### src/rtl/if_stage_pkg.sv
// if_stage_pkg: shared definitions for the instruction fetch stage.
//   XLEN      - datapath / address width
//   NOP_INSTR - instruction word presented to decode out of reset (addi x0,x0,0)
//   state_t   - fetch FSM states
package if_stage_pkg;

    localparam int XLEN = 32;
    localparam logic [XLEN-1:0] NOP_INSTR = 32'h0000_0013;

    typedef enum logic [1:0] {
        IDLE,   // out of reset, no request driven
        REQ,    // presenting a fetch request at pc
        WAIT,   // request accepted, waiting for the response word
        HOLD    // instruction presented to decode until consumed
    } state_t;

endpackage

### src/rtl/if_stage_pc_next.sv
// pc_next: combinational next-PC selection for the fetch stage.
//   pc             - current fetch pc
//   advance        - a response was captured, step to the sequential pc
//   redirect_valid - branch/jump redirect strobe (highest priority)
//   redirect_pc    - redirect target; low two bits are dropped
//   pc_nxt         - selected next pc (redirect > pc+4 > hold)
import if_stage_pkg::*;

module pc_next (
    input  logic [XLEN-1:0] pc,
    input  logic            advance,
    input  logic            redirect_valid,
    input  logic [XLEN-1:0] redirect_pc,
    output logic [XLEN-1:0] pc_nxt
);

    always_comb begin
        pc_nxt = pc;
        if (redirect_valid)
            pc_nxt = {redirect_pc[XLEN-1:2], 2'b00};
        else if (advance)
            pc_nxt = pc + 32'd4;    // wraps naturally at 2^32
    end

endmodule

### src/rtl/if_stage.sv
// if_stage: single-outstanding instruction fetch stage.
//   clk, rst                       - clock, async active-high reset
//   imem_req_valid/addr/ready      - fetch request to instruction memory
//   imem_rsp_valid/data            - response word from instruction memory
//   redirect_valid/pc              - branch/jump redirect
//   out_valid/ready/instr/pc       - fetched instruction handed to decode
import if_stage_pkg::*;

module if_stage #(
    parameter logic [XLEN-1:0] RESET_PC = 32'h0000_0000
) (
    input  logic            clk,
    input  logic            rst,
    output logic            imem_req_valid,
    output logic [XLEN-1:0] imem_req_addr,
    input  logic            imem_req_ready,
    input  logic            imem_rsp_valid,
    input  logic [XLEN-1:0] imem_rsp_data,
    input  logic            redirect_valid,
    input  logic [XLEN-1:0] redirect_pc,
    output logic            out_valid,
    input  logic            out_ready,
    output logic [XLEN-1:0] out_instr,
    output logic [XLEN-1:0] out_pc
);

    state_t          state, state_nxt;
    logic [XLEN-1:0] pc, pc_nxt;
    logic            kill, kill_nxt;
    logic            capture;

    pc_next u_pc_next (
        .pc             (pc),
        .advance        (capture),
        .redirect_valid (redirect_valid),
        .redirect_pc    (redirect_pc),
        .pc_nxt         (pc_nxt)
    );

    always_ff @(posedge clk or posedge rst) begin
        if (rst) begin
            state     <= IDLE;
            pc        <= RESET_PC;
            kill      <= 1'b0;
            out_instr <= NOP_INSTR;
            out_pc    <= RESET_PC;
        end else begin
            state <= state_nxt;
            pc    <= pc_nxt;
            kill  <= kill_nxt;
            if (capture) begin
                out_instr <= imem_rsp_data;
                out_pc    <= pc;
            end
        end
    end

    // kill marks an accepted request whose response must be thrown away.
    // It can be set in REQ (redirect coinciding with accept) or in WAIT.
    // While set in REQ no new request is issued, so at most one request is
    // ever in flight and the discarded response cannot be confused with the
    // response to the redirected fetch.
    always_comb begin
        state_nxt      = state;
        kill_nxt       = kill;
        capture        = 1'b0;
        imem_req_valid = 1'b0;
        out_valid      = 1'b0;
        case (state)
            IDLE: begin
                state_nxt = REQ;
            end
            REQ: begin
                imem_req_valid = !kill;
                if (kill) begin
                    if (imem_rsp_valid)
                        kill_nxt = 1'b0;
                end else if (imem_req_ready) begin
                    if (redirect_valid)
                        kill_nxt = 1'b1;    // stay in REQ at the new pc
                    else
                        state_nxt = WAIT;
                end
            end
            WAIT: begin
                if (redirect_valid) begin
                    if (imem_rsp_valid) begin
                        kill_nxt  = 1'b0;
                        state_nxt = REQ;
                    end else begin
                        kill_nxt = 1'b1;
                    end
                end else if (imem_rsp_valid) begin
                    if (kill) begin
                        kill_nxt  = 1'b0;
                        state_nxt = REQ;
                    end else begin
                        capture   = 1'b1;
                        state_nxt = HOLD;
                    end
                end
            end
            HOLD: begin
                out_valid = 1'b1;
                // A redirect or a handshake both end the hold; pc already
                // points past the held instruction or at the redirect target.
                if (redirect_valid || out_ready)
                    state_nxt = REQ;
            end
            default: begin
                state_nxt = IDLE;
            end
        endcase
    end

    assign imem_req_addr = pc;

endmodule

### config.mk
export PLATFORM = sky130hd
export DESIGN_NAME = if_stage
export DESIGN_NICKNAME = d
export VERILOG_FILES = /design/src/rtl/if_stage_pkg.sv /design/src/rtl/if_stage_pc_next.sv /design/src/rtl/if_stage.sv
export SDC_FILE = /design/constraint.sdc
export NUM_CORES = 1
export LEC_CHECK = 0
export BUFFER_PORTS_ARGS = -buffer_cell sky130_fd_sc_hd__buf_4
export CORE_ASPECT_RATIO = 0.7
export CORE_UTILIZATION = 35
export DETAILED_ROUTE_END_ITERATION = 16
export SLEW_MARGIN = 20
export SYNTH_ARGS = -nofsm -noshare
export SYNTH_HDL_FRONTEND = slang
export SYNTH_SLANG_ARGS = --single-unit
### constraint.sdc
create_clock -name clk -period 2.5 [get_ports clk]
set_input_delay 0.125 -clock clk [delete_from_list [all_inputs] [get_ports clk]]
set_output_delay 0.125 -clock clk [all_outputs]
set_load 0.01 [all_outputs]
==> impl_metrics.sql <==
INSERT INTO impl_metrics (metric_group, metric, value, unit) VALUES
('worst_setup_path', 'timing.critical_path.required', '2730', 'ps'),
('power', 'p_leak', '3.381', 'nW'),
('power', 'cellPowerDensity', '827.3', 'nW/um^2'),
('clock_network', 'clk_path_buf_depth', '2', ''),
('routing', 'via_count', '4351', ''),
('clock_network', 'cts_clk_pin_slew_worst_paths', '70', 'ps'),
('run', 'cap_violations', '0', ''),
('sta', 'max_slew.worst_pin.slew', '881.9', 'ps'),
('cells_and_area', 'final_net_count', '787', ''),
('worst_setup_path', 'cpPeakStageDelay', '410', 'ps'),
('worst_setup_path', 'worst-path-max-fanout', '40', ''),
('global_route', 'grt_first_pass_wirelength', '20980', 'microns'),
('clock_network', 'htreeDepth', '3', ''),
('logic_synthesis', 'synth_flop_cell', 'sky130_fd_sc_hd__dfrtp_1', ''),
('cells_and_area', 'commonest_non_fill_non_tap_cell_in_the_layout', 'sky130_fd_sc_hd__nand2_1', ''),
('clock_network', 'tritoncts.num_buffers', '9', ''),
('routing', 'detail_routed_via_count_per_cell', '4.973', ''),
('logic_synthesis', 'async_reset_ff_share', '100.0', '%'),
('floorplanning', 'die-area', '13110', 'sq um'),
('outcome', 'outcome', 'complete, no violations', ''),
('logic_synthesis', 'number_of_synthesized_flops_with_an_enable_pin', '0', ''),
('cells_and_area', 'area_growth_syn_to_layout', '49.82', '%'),
('power', 'power', '5.485', 'mW'),
('hold_path', 'hold_path_startpoint', 'redirect_pc[12]', ''),
('worst_setup_path', 'critical_path.startpoint', 'state[0]', ''),
('place', 'placement.io_buffers', '161', ''),
('cells_and_area', 'layout-drive-gt1-share', '28.13', '%'),
('clock_network', 'clock_tree.root_cell', 'sky130_fd_sc_hd__clkbuf_16', ''),
('power', 'vdd.ir_drop.worst', '0.4454', 'mV'),
('routing', 'detail_route.wl_per_cell', '15.30', 'microns'),
('logic_synthesis', 'yosysTopAreaCellShare', '52.02', '%'),
('global_route', 'antenna_found_initial', '0', ''),
('worst_setup_path', 'cp_class', 'reg2reg', ''),
('floorplanning', 'core', '12020', 'sq um'),
('floorplanning', 'ports', '168', ''),
('sta', 'fin_worst_skew', '5.119', 'ps'),
('sta', 'max_slew_margin', '40.99', '%'),
('cells_and_area', 'insertedDiodeCount', '0', ''),
('worst_setup_path', 'worstPathArrival', '2480', 'ps'),
('routing', 'drt_pass1_iterations', '4', ''),
('routing', 'ant_nets', '0', ''),
('global_route', 'grt_start_max_net_pins', '59', ''),
('logic_synthesis', 'synth_seq_area_share', '53.80', '%'),
('floorplanning', 'die_x', '136.4', 'microns'),
('global_route', 'gr-usage-all-layers', '20.83', '%'),
('sta', 'fin_crit_sh', '89.89', '%'),
('worst_setup_path', 'cp_slowest_cell', 'sky130_fd_sc_hd__dfrtp_1', ''),
('global_route', 'grt_overflow', '0', ''),
('global_route', 'first_global_vias', '4087', ''),
('sta', 'timing.setup.tns', '0', 'ps'),
('clock_network', 'cts_setup_buffers', '0', ''),
('sta', 'setup_failing_eps_final', '0', ''),
('logic_synthesis', 'synth_area', '4425', 'sq um'),
('hold_path', 'hold_path.class', 'in2reg', ''),
('cells_and_area', 'most-common-layout-cells', 'sky130_fd_sc_hd__nand2_1 (226), sky130_fd_sc_hd__buf_4 (169), sky130_fd_sc_hd__dfrtp_1 (92), sky130_fd_sc_hd__dlygate4sd3_1 (46), sky130_fd_sc_hd__nand3_1 (17)', ''),
('logic_synthesis', 'ys.warnings.count', '0', ''),
('logic_synthesis', 'post-synth-top-area-cell', 'sky130_fd_sc_hd__dfrtp_1', ''),
('sta', 'layout_min_cycle_time', '2247', 'ps'),
('place', 'gp_routability_congestion', '0.7974', ''),
('sta', 'final-max-slew-violation-count', '0', ''),
('clock_network', 'cts.sinks', '95', ''),
('sta', 'timing.fmax', '445.0', 'MHz'),
('sta', 'fin_hold_viols', '0', ''),
('routing', 'drc_errors', '0', ''),
('floorplanning', 'fp-row-count', '33', ''),
('sta', 'unrepaired_setup_endpoints_after_global_routing', 'false', ''),
('worst_setup_path', 'crit_path_cell_trace', 'inv_1 > ha_1 > and4bb_4 > buf_4 > nand4_1 > and2_1 > a221o_1', ''),
('floorplanning', 'initial_core_util', '36.83', '%'),
('floorplanning', 'die_h', '96.08', 'microns'),
('place', 'dpl.hpwl', '9343', 'microns'),
('routing', 'wl', '13390', 'microns');
==> worst paths after layout <==
path	to	slack, ps	depth (start not counted)
hold / removal	imem_req_addr[12]	7	3
setup / recovery	imem_req_addr[10]	250	7
hold reg to reg	out_instr[0]	460	2
min in group asynchronous	out_pc[12]	380	3
max in group asynchronous	out_instr[18]	1460	4
setup reg to reg	imem_req_addr[10]	250	7
==> kinds of logic (layout without fill, tap and decap cells) <==
family	count (synthesis)	in the layout	share of synthesized area (%)
AO/OA/AOI/OAI	61	61	9.755
other	1	4	0.08474
AND/OR/NAND/NOR	310	310	31.07
XOR/XNOR	1	1	0.1979
flip-flops	95	95	53.80
multiplexers	1	1	0.2262
adder cells (fa/ha/maj)	4	4	1.131
buffers and inverters	39	242	3.732
==> sequential cells by signal (all words and copies together) (netlist names) <==
register and count:
kill 1, state 2, out_pc 30, out_instr 32, imem_req_addr 30
==> cells in the mapped netlist (2+ instances only) <==
master / count
sky130_fd_sc_hd__a21oi_1: 6
sky130_fd_sc_hd__or3_1: 6
sky130_fd_sc_hd__nor2b_1: 2
sky130_fd_sc_hd__clkbuf_1: 15
sky130_fd_sc_hd__nand3_1: 18
sky130_fd_sc_hd__nor2_1: 16
sky130_fd_sc_hd__o21ai_0: 16
sky130_fd_sc_hd__ha_1: 4
sky130_fd_sc_hd__nand3_2: 3
sky130_fd_sc_hd__o31ai_1: 3
sky130_fd_sc_hd__o311ai_0: 12
sky130_fd_sc_hd__inv_1: 9
sky130_fd_sc_hd__clkbuf_2: 2
sky130_fd_sc_hd__dfstp_2: 3
sky130_fd_sc_hd__buf_4: 4
sky130_fd_sc_hd__a32oi_1: 3
sky130_fd_sc_hd__nor3_1: 4
sky130_fd_sc_hd__a221o_1: 2
sky130_fd_sc_hd__dfrtp_1: 92
sky130_fd_sc_hd__and4_1: 3
sky130_fd_sc_hd__and2_1: 4
sky130_fd_sc_hd__nand4_1: 9
sky130_fd_sc_hd__or4_1: 3
sky130_fd_sc_hd__nand2_1: 226
sky130_fd_sc_hd__a31o_2: 2
sky130_fd_sc_hd__buf_1: 8
sky130_fd_sc_hd__and3_1: 5
sky130_fd_sc_hd__o211ai_1: 8
sky130_fd_sc_hd__nor4_1: 3
sky130_fd_sc_hd__a21o_1: 2
==> cell type report <==
class / instances / area (sq um)
multi-input combinational: 381 / 1913
clock buffer: 11 / 252.7
timing repair buffer: 217 / 1769
sequential: 95 / 2381
inverter: 9 / 37.54
clock inverter: 5 / 80.08
tap: 157 / 196.4
fill: 1148 / 5385
==> where the power goes <==
group	internal (mW)	switching (mW)
registers	1.97	0.317
logic	0.869	0.805
clock network	0.929	0.591
total	3.77	1.71
==> through the flow <==
step | hold WS [ps] | util (%) | std cells | setup slack [ps] | instance area (sq um)
global route | 9.560 | 55.18 | 875 | 110.6 | 6630
detailed placement | 200.6 | 48.53 | 813 | 273.3 | 5831
finish | 6.825 | 55.18 | 875 | 252.7 | 6630
CTS | 0.3215 | 55.13 | 875 | 263.9 | 6624
global placement | 199.2 | 48.53 | 813 | 323.5 | 5831
floorplan | 208.0 | - | 515 | 557.4 | 4441
==> worst max-delay path, delay by kind of cell, from the launching register on <==
| kind | cells | cell delay, ps |
|---|---|---|
| buf+inv | 2 | 470 |
| flops | 1 | 410 |
| simple gates | 3 | 670 |
| fa+ha+maj | 1 | 300 |
| compound gates | 1 | 280 |
==> metal layers <==
layer  vias to the layer above  global-route usage, %  part of all wire [%]
li1                       2126                      -                     -
met1                      2067                  29.18                    48
met2                       141                  32.36                    45
met3                        17                  4.687                   6.1
met4                         0                  5.648                   1.1
met5                         -                      0                     0
==> timing repair <==
action,4_1_cts,5_1_grt
hold buffers,46,0
setup endpoints to repair,0,1
hold endpoints to repair,62,0
gates resized for setup,0,1
No activity file was read; power rests on OpenSTA's default activity.
